===== src/rtl/pipe_checker_delay.sv =====
// LATENCY-deep shift register of {valid, data}; clear flushes the shifted entries
// while the head still loads, so an insert on the clear edge survives.
module pipe_checker_delay #(
  parameter int LATENCY = 3,
  parameter int DATA_W  = 16
) (
  input  logic              clk,
  input  logic              rst_n,
  input  logic              i_clr,
  input  logic              i_v,
  input  logic [DATA_W-1:0] i_data,
  output logic              o_v,
  output logic [DATA_W-1:0] o_data
);

  logic [LATENCY-1:0] r_v_p;
  logic [DATA_W-1:0]  r_data_p [LATENCY];

  always_ff @(posedge clk or negedge rst_n) begin
    if (!rst_n) begin
      r_v_p <= '0;
    end else begin
      r_v_p[0] <= i_v;
      for (int i = 1; i < LATENCY; i++) begin
        r_v_p[i] <= i_clr ? 1'b0 : r_v_p[i-1];
      end
    end
  end

  // Data carries no reset; the valid bits alone qualify it.
  always_ff @(posedge clk) begin
    r_data_p[0] <= i_data;
    for (int i = 1; i < LATENCY; i++) begin
      r_data_p[i] <= r_data_p[i-1];
    end
  end

  assign o_v    = r_v_p[LATENCY-1];
  assign o_data = r_data_p[LATENCY-1];

endmodule


===== config.mk =====
export PLATFORM = sky130hd
export DESIGN_NAME = pipe_checker_delay
export DESIGN_NICKNAME = d
export VERILOG_FILES = /design/src/rtl/pipe_checker_delay.sv
export SDC_FILE = /design/constraint.sdc
export NUM_CORES = 1
export LEC_CHECK = 0
export BUFFER_PORTS_ARGS = -buffer_cell sky130_fd_sc_hd__buf_2
export CAP_MARGIN = 10
export CORE_ASPECT_RATIO = 1.25
export CORE_UTILIZATION = 47
export DETAILED_ROUTE_END_ITERATION = 10
export PLACE_DENSITY = 0.75
export SETUP_SLACK_MARGIN = 0.2
export SYNTH_ARGS = -nofsm -noshare
export SYNTH_HDL_FRONTEND = slang
export SYNTH_SLANG_ARGS = --single-unit

===== constraint.sdc =====
create_clock -name clk -period 0.8 [get_ports clk]
set_input_delay 0.16 -clock clk [delete_from_list [all_inputs] [get_ports clk]]
set_output_delay 0.16 -clock clk [all_outputs]
set_load 0.02 [all_outputs]

==> results.cfg <==
[global_routing]
grt_max_degree = 16
grtUsageTotal = 0.130
grt_pass1_wl_microns = 2170
antenna_found_initial = 0
grt_pass1_vias = 521
grt_overflow = 0

[worst_setup_path]
path_cells = buf_6
slowest_stage = dfrtp_1
cp_top_family = flip-flops
cp-end-kind = output pin
cp.required_ns = 0.64
crit_type = flip-flop to output pin
cp_max_fo = 1
cp_slowest_stage_delay_ns = 0.40
crit_buf_inv = 1
cp-start-kind = flip-flop
critPathArrivalTime_ns = 0.88

[logic_synthesis]
yosysTopAreaCell = dfxtp_1
synth_xor_area_frac = 0
ys_async_sr_fraction = 0.0588
ys_warn_count = 0
syn_inst = 69
syn_nets = 89
synth-compound-area-share = 0
yosysMostFrequentCell = dfxtp_1
yosys-top-cells-area = dfxtp_1 82%, buf_4 10%, dfrtp_1 6.4%
synth_cell_types = 4
synth_top_family_by_area = buffers and inverters
synth-simple-area-share = 0.0107
synth_mux_area_frac = 0
synth_edf_count = 0
synth_area_sq_um = 1170
synth_flop_cell = dfxtp_1
syn_avg_cell_area_sq_um = 16.9
synth_top_area_share = 0.822
synth_fa_ha_area_frac = 0
synth.top_cells.by_count = 48 x dfxtp_1, 16 x buf_4, 3 x dfrtp_1, 2 x nor2b_1
ys_seq_area_frac = 0.887
synth-seq-cells = 51

[cells_and_area]
antennaDiodeCount = 0
fin_nets = 134
stdcell_count = 146
fillerInstances = 162
postLayoutCellArea_sq_um = 1650
syn_to_final_growth_pct = 41.5
layout-drive-gt1-share = 0.530

[sta]
setup_slack_ns = -0.239
maxSlewHeadroom = 0.917
fmax_mhz = 962
worstMarginPinSlew_ns = 0.125
final.period_utilization = 1.30
layout_min_cycle_time_ns = 1.04
setup_viol = 17
maxSlewViolCount = 0
clock_skew_ns = 0.00514
grt_setup_unrepaired = yes
hold_ws_ns = -0.0233
hold_viol_final = 2
setup_tns_ns = -2.84

[power]
swShare = 0.197
p_int_uw = 3370
power_switching_uw = 829
power_frac_seq = 0.648
leakagePower_uw = 0.000740
power_density_nw_per_um2 = 2540
power.total_uw = 4200
combPwrFrac = 0.065
ir_worst_vdd_v = 0.00180
pwr-share-clk = 0.287

[clock_tree]
cts_buffer_depth = 2
cts-hold-fix-buffers = 18
clk_pin_slew_ns = 0.12
post-cts-setup-buffer-count = 0
cts.sinks = 51
htree_levels = 2
root_buffer = clkbuf_4
cts_buffers = 5
clock_latency_ns = 0.35
cts_tree = done

[die]
ios = 37
die_w_microns = 46.6
die_area_sq_um = 2690
die_h_microns = 57.8
rows = 19
core_region_area_sq_um = 2280
initial_core_util = 0.512

[drt]
postRouteAntennaNets = 0
firstDrtPassIters = 4
avgRoutedWirePerCell_microns = 9.81
vias_per_cell = 3.75
drc = 0
vias = 548
initialDrtViolationCount = 4
wl_microns = 1430

[placement]
placed_cell_area_sq_um = 1270
port-buffer-count = 36
dp.cells = 120
place_congestion = 0.538

[status]
outcome = finished with violations
violations = hold timing, setup timing

[hold_path]
hold_path.class = input port to flip-flop

[flow_run]
cap_violations = 0
## flip-flops by register name, summed over array words and instances, names as in the netlist
name	flops
r_v_p	3
r_data_p	48
## metal layers
layer	vias to the layer above	track usage	part of all wire
met4	0	0.113	0.043
li1	283	-	-
met5	-	0	0
met3	6	0.0748	0.066
met1	235	0.110	0.35
met2	24	0.202	0.54
## worst paths after layout
kind | slack, ns | cells after the start | from | end
min reg2reg | 0.33 | 0 | r_data_p[0][20] | r_data_p[0][36]
max | -0.24 | 1 | r_v_p[2] | o_v
max reg2reg | 0.21 | 1 | r_v_p[0] | r_v_p[1]
min | -0.02 | 2 | i_clr | r_v_p[2]
max in group asynchronous | 0.59 | 2 | rst_n | r_v_p[1]
min in group asynchronous | 0.11 | 2 | rst_n | r_v_p[2]
## through the flow
step	setup slack [ns]	util
final	-0.239	0.725
after global placement	0.159	0.555
after detailed placement	0.156	0.555
after CTS	-0.256	0.721
after floorplan	0.224	-
after global routing	-0.291	0.725
## final cells by class
type	instances	area [sq um]	area share
sequential	51	1060	0.638
timing repair buffer	54	467	0.282
clock buffer	7	65.1	0.0393
tap	31	38.8	0.0234
multi-input combinational	2	20.0	0.0121
clock inverter	1	7.51	0.00454
## repair_timing
action,4_1_cts,5_1_grt
cloned,0,0
hold endpoints to repair,22,2
setup endpoints to repair,17,19
resized for setup,50,2
pin swaps,0,0
## power groups by stage
stage          Combinational [uW]  Clock (uW)  Sequential, uW
5_1_grt                       290        1360            2740
3_3_place_gp                  147           0            2760
3_5_place_dp                  151           0            2760
6_report                      273        1210            2720
4_1_cts                       270        1260            2720
2_1_floorplan                 119           0            2760
## kinds of logic (layout without fill, tap and decap cells)
logic type | after synthesis | count (layout)
AND/OR/NAND/NOR | 2 | 2
buffers and inverters | 16 | 62
flip-flops | 51 | 51
## placed cells by master, fill, tap and decap left out
cell	netlist	layout
nor2b_4	0	1
dfxtp_1	48	32
dlygate4sd3_1	0	18
clkinvlp_4	0	1
dfxtp_2	0	16
clkbuf_8	0	2
nor2b_1	2	1
clkbuf_4	0	5
buf_2	0	19
buf_6	0	17
dfrtp_1	3	3
Power figures use the tool's default switching activity.
